==> src/rtl/decode_stage.sv <==
// RV32I decode stage: turns an instruction word into the ALU-control bundle for execute.
// One-cycle latency through the output register; the skid entry keeps full rate under stalls.

package core_pkg;
  localparam int Xlen = 32;

  typedef enum logic [1:0] {
    AluAdd    = 2'd0,
    AluSleft  = 2'd1,
    AluBranch = 2'd2,
    AluFunct  = 2'd3
  } aluop_e;

  typedef struct packed {
    logic [Xlen-1:0] pc;
    logic [4:0]      rs1;
    logic [4:0]      rs2;
    logic [4:0]      rd;
    logic            rd_we;
    logic [Xlen-1:0] imm;
    logic [2:0]      funct3;
    logic [6:0]      funct7;
    logic            itype;
    aluop_e          aluop;
    logic [1:0]      asel;
    logic            bsel;
    logic            mem_read;
    logic            mem_write;
    logic            branch;
    logic            jump;
    logic            illegal;
  } dec_t;
endpackage

module decode_stage
  import core_pkg::*;
#(
  parameter bit SkidEn = 1'b1
) (
  input  logic            clk_i,
  input  logic            rst_i,
  input  logic            flush_i,
  input  logic            in_valid_i,
  output logic            in_ready_o,
  input  logic [31:0]     instr_i,
  input  logic [Xlen-1:0] pc_i,
  output logic            out_valid_o,
  input  logic            out_ready_i,
  output logic [Xlen-1:0] pc_o,
  output logic [4:0]      rs1_o,
  output logic [4:0]      rs2_o,
  output logic [4:0]      rd_o,
  output logic            rd_we_o,
  output logic [Xlen-1:0] imm_o,
  output logic [2:0]      funct3_o,
  output logic [6:0]      funct7_o,
  output logic            itype_o,
  output aluop_e          aluop_o,
  output logic [1:0]      asel_o,
  output logic            bsel_o,
  output logic            mem_read_o,
  output logic            mem_write_o,
  output logic            branch_o,
  output logic            jump_o,
  output logic            illegal_o
);

  localparam logic [6:0] OpcOp     = 7'b0110011;
  localparam logic [6:0] OpcOpImm  = 7'b0010011;
  localparam logic [6:0] OpcLui    = 7'b0110111;
  localparam logic [6:0] OpcAuipc  = 7'b0010111;
  localparam logic [6:0] OpcLoad   = 7'b0000011;
  localparam logic [6:0] OpcStore  = 7'b0100011;
  localparam logic [6:0] OpcBranch = 7'b1100011;
  localparam logic [6:0] OpcJal    = 7'b1101111;
  localparam logic [6:0] OpcJalr   = 7'b1100111;

  logic [6:0]      opc;
  logic [2:0]      f3;
  logic [Xlen-1:0] imm_i, imm_s, imm_b, imm_u, imm_j;
  dec_t            dec;

  assign opc   = instr_i[6:0];
  assign f3    = instr_i[14:12];
  assign imm_i = {{20{instr_i[31]}}, instr_i[31:20]};
  assign imm_s = {{20{instr_i[31]}}, instr_i[31:25], instr_i[11:7]};
  assign imm_b = {{19{instr_i[31]}}, instr_i[31], instr_i[7], instr_i[30:25], instr_i[11:8], 1'b0};
  assign imm_u = {instr_i[31:12], 12'b0};
  assign imm_j = {{11{instr_i[31]}}, instr_i[31], instr_i[19:12], instr_i[20], instr_i[30:21], 1'b0};

  // Illegal encodings leave every control field at its zero/Add default.
  always_comb begin
    dec        = '0;
    dec.pc     = pc_i;
    dec.rs1    = instr_i[19:15];
    dec.rs2    = instr_i[24:20];
    dec.rd     = instr_i[11:7];
    dec.funct3 = f3;
    dec.funct7 = instr_i[31:25];
    dec.aluop  = AluAdd;
    case (opc)
      OpcOp: begin
        dec.aluop = AluFunct;
        dec.rd_we = 1'b1;
      end
      OpcOpImm: begin
        dec.aluop = AluFunct;
        dec.itype = 1'b1;
        dec.bsel  = 1'b1;
        dec.imm   = imm_i;
        dec.rd_we = 1'b1;
      end
      OpcLui: begin
        dec.asel  = 2'd2;
        dec.bsel  = 1'b1;
        dec.imm   = imm_u;
        dec.rd_we = 1'b1;
      end
      OpcAuipc: begin
        dec.asel  = 2'd1;
        dec.bsel  = 1'b1;
        dec.imm   = imm_u;
        dec.rd_we = 1'b1;
      end
      OpcLoad: begin
        if (f3 == 3'd3 || f3 == 3'd6 || f3 == 3'd7) begin
          dec.illegal = 1'b1;
        end else begin
          dec.bsel     = 1'b1;
          dec.imm      = imm_i;
          dec.mem_read = 1'b1;
          dec.rd_we    = 1'b1;
        end
      end
      OpcStore: begin
        if (f3 >= 3'd3) begin
          dec.illegal = 1'b1;
        end else begin
          dec.bsel      = 1'b1;
          dec.imm       = imm_s;
          dec.mem_write = 1'b1;
        end
      end
      OpcBranch: begin
        if (f3 == 3'd2 || f3 == 3'd3) begin
          dec.illegal = 1'b1;
        end else begin
          dec.aluop  = AluBranch;
          dec.imm    = imm_b;
          dec.branch = 1'b1;
        end
      end
      OpcJal: begin
        dec.asel  = 2'd1;
        dec.bsel  = 1'b1;
        dec.imm   = imm_j;
        dec.jump  = 1'b1;
        dec.rd_we = 1'b1;
      end
      OpcJalr: begin
        dec.bsel  = 1'b1;
        dec.imm   = imm_i;
        dec.jump  = 1'b1;
        dec.rd_we = 1'b1;
      end
      default: dec.illegal = 1'b1;
    endcase
  end

  logic out_vld_q, out_vld_d;
  dec_t out_dat_q, out_dat_d;
  logic skid_vld_q, skid_vld_d;
  dec_t skid_dat_q, skid_dat_d;
  logic in_rdy, in_xfer, out_free;

  // With the skid entry, ready comes straight from a flop so out_ready_i never reaches in_ready_o.
  assign in_rdy   = SkidEn ? !skid_vld_q : (!out_vld_q || out_ready_i);
  assign in_xfer  = in_valid_i && in_rdy;
  assign out_free = !out_vld_q || out_ready_i;

  always_comb begin
    out_vld_d  = out_vld_q;
    out_dat_d  = out_dat_q;
    skid_vld_d = skid_vld_q;
    skid_dat_d = skid_dat_q;
    if (flush_i) begin
      out_vld_d  = 1'b0;
      skid_vld_d = 1'b0;
    end else if (out_free) begin
      if (skid_vld_q) begin
        out_dat_d  = skid_dat_q;
        out_vld_d  = 1'b1;
        skid_vld_d = 1'b0;
      end else if (in_xfer) begin
        out_dat_d = dec;
        out_vld_d = 1'b1;
      end else begin
        out_vld_d = 1'b0;
      end
    end else if (in_xfer) begin
      skid_dat_d = dec;
      skid_vld_d = 1'b1;
    end
  end

  always_ff @(posedge clk_i) begin
    if (rst_i) begin
      out_vld_q  <= 1'b0;
      out_dat_q  <= '0;
      skid_vld_q <= 1'b0;
      skid_dat_q <= '0;
    end else begin
      out_vld_q  <= out_vld_d;
      out_dat_q  <= out_dat_d;
      skid_vld_q <= skid_vld_d;
      skid_dat_q <= skid_dat_d;
    end
  end

  assign in_ready_o  = in_rdy;
  assign out_valid_o = out_vld_q;
  assign pc_o        = out_dat_q.pc;
  assign rs1_o       = out_dat_q.rs1;
  assign rs2_o       = out_dat_q.rs2;
  assign rd_o        = out_dat_q.rd;
  assign rd_we_o     = out_dat_q.rd_we;
  assign imm_o       = out_dat_q.imm;
  assign funct3_o    = out_dat_q.funct3;
  assign funct7_o    = out_dat_q.funct7;
  assign itype_o     = out_dat_q.itype;
  assign aluop_o     = out_dat_q.aluop;
  assign asel_o      = out_dat_q.asel;
  assign bsel_o      = out_dat_q.bsel;
  assign mem_read_o  = out_dat_q.mem_read;
  assign mem_write_o = out_dat_q.mem_write;
  assign branch_o    = out_dat_q.branch;
  assign jump_o      = out_dat_q.jump;
  assign illegal_o   = out_dat_q.illegal;

endmodule

==> config.mk <==
export PLATFORM = sky130hd
export DESIGN_NAME = decode_stage
export DESIGN_NICKNAME = d
export VERILOG_FILES = /design/src/rtl/decode_stage.sv
export SDC_FILE = /design/constraint.sdc
export NUM_CORES = 1
export LEC_CHECK = 0
export BUFFER_PORTS_ARGS = -buffer_cell sky130_fd_sc_hd__buf_2
export CORE_MARGIN = 5
export CORE_UTILIZATION = 31
export CTS_BUF_LIST = sky130_fd_sc_hd__clkbuf_2 sky130_fd_sc_hd__clkbuf_4 sky130_fd_sc_hd__clkbuf_8
export DETAILED_ROUTE_END_ITERATION = 8
export GPL_TIMING_DRIVEN = 0
export SLEW_MARGIN = 20
export SYNTH_ARGS = -nofsm -noshare
export SYNTH_HDL_FRONTEND = slang
export SYNTH_SLANG_ARGS = --single-unit
==> constraint.sdc <==
create_clock -name clk_i -period 1.94 [get_ports clk_i]
set_input_delay 0.194 -clock clk_i [delete_from_list [all_inputs] [get_ports clk_i]]
set_output_delay 0.194 -clock clk_i [all_outputs]
set_load 0.01 [all_outputs]
==> results.txt, run 1 <==
----------------------------------------------------
[Clock tree]
  Clock transition at the registers of the reported paths ... roughly 0.060 ns
  Clk_lat worst skew ... between 0.5 and 0.6 ns
  Clock tree from TritonCTS ... done
  Number of clock sinks ... a little over 200
  CTS Buf Count ... 37
  CTS HTree Levels ... 2
  Bufs on Longest Clock Path ... 3
  Root buffer cell ... sky130_fd_sc_hd__clkbuf_8

[Synth]
  Sequential area share after synthesis ... 0.486
  Top_reg_cell synth ... sky130_fd_sc_hd__dfxtp_1
  Share of the synthesized area in the top cell type ... 0.486
  Share of synthesized registers carrying an async set or reset ... 0
  Cells taking the most area after synthesis ... sky130_fd_sc_hd__dfxtp_1, sky130_fd_sc_hd__a21oi_1, sky130_fd_sc_hd__mux2i_1
  Post-synthesis cell area ... 8410 um^2
  Post-Synthesis Cells ... roughly 980
  Synthesized flop and latch total ... around 200
  Post-Synthesis Mean Instance Area ... between 8 and 9 um^2
  Distinct cell type count of the synthesized netlist ... 49
  Total nets after synthesis ... ~1100
  Number of synthesis warnings ... 0
  Count of flip-flops with a built-in enable after synthesis ... 0
  Library cell occupying the most area in the post-synthesis netlist ... sky130_fd_sc_hd__dfxtp_1

[Power]
  Share of total power in sequential cells ... 0.459
  Power density of the placed cells ... around 860 nW/um^2
  Int Pwr ... 7.14 mW
  Power share of the clock group ... 0.437
  Total net switching power ... roughly 2.5 mW
  Sw Share ... 0.256
  Share of total power in combinational logic ... 0.104
  Standby leakage power ... 4.29 nW
  Final Power ... 9.60 mW
  Largest vdd supply drop ... roughly 560 uV

[STA]
  Setup_tns ... 0 ns
  Post-route fraction of the period consumed by the critical path ... 0.958
  Final worst-path setup slack ... 0.0814 ns
  Total of endpoints with negative setup slack in the final report ... 0
  Max Transition Viols Final ... 0
  Fin Hold WS ... between 0.02 and 0.03 ns
  Maximum clock skew at final layout ... roughly 0.034 ns
  Final critical-path required period ... approximately 1.9 ns
  RSZ-0062 raised after global routing ... no
  Slew of the pin with the lowest slew margin ... approximately 0.9 ns
  Hold Fails Final Rpt ... 0
  Slew Limit Headroom ... 0.406
  Highest clock frequency the design can meet ... between 500 and 600 MHz

[Floorplanning]
  Initial Utilization ... 0.314
  Core Area ... approximately 27000 um^2
  Floorplan die area ... around 31000 um^2
  Floorplan die width ... roughly 170 um
  # IOs ... 172
  Vertical die dimension ... about 170 um
  Rows ... 60

[Setup path]
  Worst Setup SP ... skid_vld_q
  Biggest cell delay along the critical path ... ~0.31 ns
  Critical path required time ... between 1.5 and 2 ns
  Arrival time at the worst endpoint ... about 1.7 ns
  Kind of start point of the critical path ... flop
  Worst reg2reg path depth ... 7
  Type of the worst setup path ... reg2out
  R2r endpoint ... imm_o[5]
  Worst Path Buf+Inv ... 5
  Worst path depth ... 5
  Cell family contributing the most delay on the critical path ... buffers and inverters
  Crit path capture ... in_ready_o
  Slowest cell on the critical path ... sky130_fd_sc_hd__dfxtp_1
  Critical-path cell list ... buf_6 -> inv_1 -> clkbuf_4 -> buf_4 -> buf_2
  Kind of end point of the critical path ... primary output
  Reg2Reg Setup Slack ... around 0.11 ns
  Reg-to-Reg Start ... skid_vld_q
  Largest fanout on the critical path ... 10

[Drt]
  TritonRoute pass-1 iters ... 5
  Per-cell via count in the routed design ... roughly 5.0
  Vias ... roughly 8000
  Wire length reported by the detailed router ... between 20000 and 30000 um
  Mean routed wirelength per cell ... 18.0 um
  Detailed Route Iter0 Violations ... roughly 450
  Count of nets left with antenna violations after detail routing ... 0
  Residual DRC count ... 0

[Final layout]
  Layout Cell Area excl Fill ... approximately 11000 um^2
  Core utilization of the finished layout ... 0.414
  Final nets ... 1316
  Fill cell total of the finished layout ... approximately 2700
  Area Overhead vs Synth ... 32.1%
  Final instance count without filler cells ... 1616
  Fraction of layout cells with a size suffix above 1 ... 0.242

[Placed design]
  Gp weighted congestion ... between 0.9 and 1
  Area after detailed placement ... around 9700 um^2
  Worst slack after detailed placement ... -0.139 ns
  Hpwl dp ... about 21000 um
  Port Buf Inserts ... about 170
  Number of placed instances with taps included ... 1491

[GRT]
  Global-route wire length before repair ... ~45000 um
  All-Layer GR Usage ... 0.184
  Total congestion overflow ... 0
  Pin count of the biggest net entering global routing ... 20
  Via count of the first global-routing pass ... 8028
  Antenna violations before repair ... 3

[Job]
  Total of max-cap violations ... 0

[Min path]
  Worst min-delay path class ... in2reg
  Hold Startpoint ... rst_i
  Hold path depth ... 3

[Outcome]
  Result of the run ... finished clean

----------------------------------------------------
==> flip-flops by register name, summed over array words and instances (netlist names) <==
| register | flops |
|---|---|
| rd_we_o | 1 |
| imm_o | 32 |
| skid_dat_q | 101 |
| rs2_o | 5 |
| rd_o | 5 |
| skid_vld_q | 1 |
| bsel_o | 1 |
| mem_read_o | 1 |
| itype_o | 1 |
| branch_o | 1 |
| illegal_o | 1 |
| jump_o | 1 |
| funct3_o | 3 |
| funct7_o | 7 |
| mem_write_o | 1 |
| out_valid_o | 1 |
| rs1_o | 5 |
| pc_o | 32 |
| aluop_o | 2 |
| asel_o | 2 |
==> cells by family (layout without fill, tap and decap cells) <==
group / count (synthesis) / count (layout) / synth area share
muxes: 59 / 59 / 0.0702
DFF: 204 / 204 / 0.486
AOI/OAI and AO/OA: 303 / 303 / 0.228
and+or+nand+nor: 325 / 325 / 0.170
other: 0 / 1 / 0
buffers and inverters: 90 / 383 / 0.0461
==> area by class of cell <==
class | instances | area, um^2 | area share
tap | 341 | 427 | 0.0384
clock inverter | 4 | 22.5 | 0.00203
inverter | 6 | 22.5 | 0.00203
clock buffer | 62 | 741 | 0.0667
antenna | 1 | 2.50 | 0.000225
timing repair buffer | 228 | 1430 | 0.129
buffer | 83 | 412 | 0.0371
sequential | 204 | 4080 | 0.368
multi-input combinational | 687 | 3960 | 0.357
==> layout by cell type, fill, tap and decap left out, drive strengths merged, types with 2 or more instances in the layout <==
master / netlist / routed
clkbuf: 49 / 118
nor2: 95 / 95
or3: 14 / 14
dfxtp: 204 / 204
nor3: 18 / 18
nand3: 15 / 15
and3: 9 / 9
a22oi: 12 / 12
a31oi: 2 / 2
clkinv: 0 / 3
mux2i: 59 / 59
nand2: 157 / 157
o211ai: 7 / 7
a211oi: 59 / 59
nand4: 3 / 3
nor4: 3 / 3
a21oi: 128 / 128
o21ai: 63 / 63
inv: 6 / 6
o22ai: 9 / 9
dlygate4sd3: 0 / 57
buf: 35 / 198
nand2b: 4 / 4
a221oi: 14 / 14
==> power by group through the flow <==
stage | Sequential, mW | Combinational (mW) | Clock, mW
after floorplan | 4.55 | 0.426 | 0
after global placement | 4.50 | 0.895 | 0
after detailed placement | 4.50 | 0.900 | 0
after CTS | 4.41 | 0.999 | 4.30
after global routing | 4.42 | 1.10 | 4.52
final | 4.41 | 1.00 | 4.19
==> worst min-delay path, stage by stage <==
cell	delay, ns
sky130_fd_sc_hd__buf_2	0.15
sky130_fd_sc_hd__or3_1	0.12
sky130_fd_sc_hd__a21oi_1	0.03
==> synthesized netlist by cell type, drive strengths merged, types with 2 or more instances <==
| cell type | number |
|---|---|
| dfxtp | 204 |
| nand2 | 157 |
| a21oi | 128 |
| nor2 | 95 |
| o21ai | 63 |
| a211oi | 59 |
| mux2i | 59 |
| clkbuf | 49 |
| buf | 35 |
| nor3 | 18 |
| nand3 | 15 |
| a221oi | 14 |
| or3 | 14 |
| a22oi | 12 |
| and3 | 9 |
| o22ai | 9 |
| o211ai | 7 |
| inv | 6 |
| nand2b | 4 |
| nand4 | 3 |
| nor4 | 3 |
| a31oi | 2 |
==> worst min-delay path by stage <==
stage	slack, ns	endpoint
6_report	0.03	imm_o[20]
5_1_grt	0.04	imm_o[20]
4_1_cts	0.004	imm_o[20]
3_5_place_dp	0.45	skid_dat_q[97]
3_3_place_gp	0.44	skid_dat_q[93]
2_1_floorplan	0.27	out_valid_o
==> per-layer routing <==
layer / GRT usage / part of all wire / up-vias
li1: - / - / 4009
met1: 0.247 / 0.45 / 3793
met2: 0.295 / 0.45 / 277
met3: 0.0389 / 0.071 / 73
met4: 0.0655 / 0.033 / 4
met5: 0 / 0.00065 / -
==> timing repair <==
action,4_1_cts,5_1_grt
hold buffers,57,0
setup endpoints to repair,89,99
setup buffers,0,2
gates resized for setup,12,25
pin swaps,0,1
endpoints found under the hold margin,94,0
(Power assumes the default switching activity.)
==> run 2: changes to the inputs <==
CTS_BUF_LIST = sky130_fd_sc_hd__clkbuf_8   (was sky130_fd_sc_hd__clkbuf_2 sky130_fd_sc_hd__clkbuf_4 sky130_fd_sc_hd__clkbuf_8)
==> run 2 against run 1 <==
  * Sequential power about the same
  * Critical path type unchanged
  * Worst hold slack better by 0.00075 ns
  * Non-clock buffer count unchanged
  * Count of clock-buffer cells in the layout down 18
  * Cell area down 0.61%
  * Final cell count unchanged
  * Routed wire length down 0.28%
  * Total power down 3.6%
  * First-iteration DRC count down 2.9%
  * Critical path depth unchanged
==> results.txt, run 2 (synthesized netlist as in run 1, its figures left out) <==
----------------------------------------------------
[Outcome]
  Result of the run ... finished clean

[Clock tree]
  CTS Buf Count ... 37 (unchanged)
  Number of clock sinks ... 204 (unchanged)
  Root buffer cell ... sky130_fd_sc_hd__clkbuf_8
  Clk_lat worst skew ... 0.54 ns (about the same)
  Clock tree from TritonCTS ... done
  Clock transition at the registers of the reported paths ... 0.06 ns (about the same)
  Bufs on Longest Clock Path ... 3 (unchanged)
  CTS HTree Levels ... 2 (unchanged)

[Power]
  Power density of the placed cells ... 839 nW/um^2 (-3.0%)
  Final Power ... 9.26 mW (-3.6%)
  Largest vdd supply drop ... 558 uV (about the same)
  Standby leakage power ... 4.31 nW (+0.30%)

[STA]
  Highest clock frequency the design can meet ... 536 MHz (-0.43%)
  RSZ-0062 raised after global routing ... no
  Total of endpoints with negative setup slack in the final report ... 0 (unchanged)
  Max Transition Viols Final ... 0 (unchanged)
  Post-route fraction of the period consumed by the critical path ... 0.962 (+0.00417)
  Hold Fails Final Rpt ... 0 (unchanged)
  Final worst-path setup slack ... 0.0733 ns (-0.00810 ns)
  Maximum clock skew at final layout ... 0.0340 ns (+0.0000558 ns)
  Slew Limit Headroom ... 0.414 (+0.00812)
  Final critical-path required period ... 1.87 ns (+0.00810 ns)
  Slew of the pin with the lowest slew margin ... 0.878 ns (-0.0122 ns)
  Setup_tns ... 0 ns (unchanged)

[Setup path]
  Type of the worst setup path ... reg2out
  Biggest cell delay along the critical path ... 0.31 ns (about the same)
  Kind of start point of the critical path ... flop
  Largest fanout on the critical path ... 10 (unchanged)
  Reg2Reg Setup Slack ... 0.10 ns (about the same)
  Critical-path cell list ... buf_6 -> inv_1 -> clkbuf_4 -> buf_4 -> buf_2
  Kind of end point of the critical path ... primary output
  Critical path required time ... 1.75 ns (about the same)
  Arrival time at the worst endpoint ... 1.67 ns (about the same)
  Slowest cell on the critical path ... sky130_fd_sc_hd__dfxtp_1

[Final layout]
  Most frequent standard cell in the layout excluding fill and tap cells ... sky130_fd_sc_hd__dfxtp_1
  Register name with the most flops ... skid_dat_q
  Layout Cell Area excl Fill ... 11000 um^2 (-0.61%)
  Fraction of layout cells with a size suffix above 1 ... 0.228 (-0.0141)
  Area Overhead vs Synth ... 31.3%
  Final nets ... 1316 (unchanged)
  Max reg flops ... 101 (unchanged)
  Core utilization of the finished layout ... 0.412 (-0.00252)
  Most used cells in the layout excluding fill and tap cells ... sky130_fd_sc_hd__dfxtp_1, sky130_fd_sc_hd__buf_2, sky130_fd_sc_hd__nand2_1

[Floorplanning]
  Floorplan die width ... 175 um (unchanged)
  # IOs ... 172 (unchanged)
  Vertical die dimension ... 175 um (unchanged)
  Core Area ... 26800 um^2 (unchanged)
  Initial Utilization ... 0.314 (unchanged)
  Floorplan die area ... 30500 um^2 (unchanged)
  Rows ... 60 (unchanged)

[Drt]
  Wire length reported by the detailed router ... 28900 um (-0.28%)
  Per-cell via count in the routed design ... 5.03 (-0.38%)
  Residual DRC count ... 0 (unchanged)
  Mean routed wirelength per cell ... 17.9 um (-0.28%)
  TritonRoute pass-1 iters ... 5 (unchanged)
  Detailed Route Iter0 Violations ... 441 (-2.9%)
  Count of nets left with antenna violations after detail routing ... 0 (unchanged)
  Vias ... 8125 (-0.38%)

[GRT]
  Total congestion overflow ... 0 (unchanged)
  All-Layer GR Usage ... 0.184 (-0.000775)
  Via count of the first global-routing pass ... 8005 (-0.29%)
  Pin count of the biggest net entering global routing ... 20 (unchanged)
  Global-route wire length before repair ... 45100 um (-0.32%)
  Antenna violations before repair ... 3 (unchanged)

[Placed design]
  Gp weighted congestion ... 0.919 (unchanged)
  Port Buf Inserts ... 169 (unchanged)
  Hpwl dp ... 20900 um (unchanged)
  Worst slack after detailed placement ... -0.139 ns (unchanged)
  Area after detailed placement ... 9680 um^2 (unchanged)

[Min path]
  Worst min-delay path class ... in2reg

[Job]
  Total of max-cap violations ... 0 (unchanged)

----------------------------------------------------
[run 2: changes by cell type in the layout (fill, tap and decap cells not counted), sizes merged]
cell,before,now
inv,6,24
clkbuf,118,100
[run 2: layer usage]
metal,vias up,GRT usage,share of wire
met5,-,0,0.00066
met4,4,0.0599,0.031
met3,69,0.0376,0.060
met2,253,0.296,0.45
met1,3786,0.247,0.45
li1,4013,-,-
[run 2: power by group]
group | internal (mW) | total (mW) | switching (mW)
registers | 4.34 | 4.41 | 0.0722
clock network | 2.05 | 3.85 | 1.80
logic | 0.407 | 0.998 | 0.591
total | 6.79 | 9.26 | 2.46
[run 2: per-stage QoR]
stage | std cells | hold WS [ns]
after detailed placement | 1491 | 0.446
after global placement | 1491 | 0.441
final | 1616 | 0.0298
after global routing | 1616 | 0.0378
after floorplan | 981 | 0.272
after CTS | 1613 | 0.00342
[run 2: worst paths after layout]
kind,from,endpoint,cells past startpoint
hold / removal,rst_i,imm_o[20],3
hold reg to reg,skid_dat_q[83],skid_dat_q[83],2
setup / recovery,skid_vld_q,in_ready_o,5
setup reg to reg,skid_vld_q,imm_o[5],7
[run 2: final cells by class]
type                       count  area (um^2)
antenna                        1         2.50
buffer                        83          412
clock buffer                  44          606
clock inverter                22         90.1
fill                        2733        15800
inverter                       6         22.5
multi-input combinational    687         3960
sequential                   204         4080
tap                          341          427
timing repair buffer         228         1430
[run 2: what timing repair did]
action                                 4_1_cts  5_1_grt
endpoints found under the hold margin       94        0
pin swaps                                    0        1
hold buffers                                57        0
buffers inserted                             0        2
resized for setup                           13       24
setup endpoints to repair                   89       95
gates cloned                                 0        0
[run 2: critical path: cells and delay by family (launching register included)]
kind | cells | cell delay (ns)
flip-flops | 1 | 0.31
buffers and inverters | 5 | 0.80
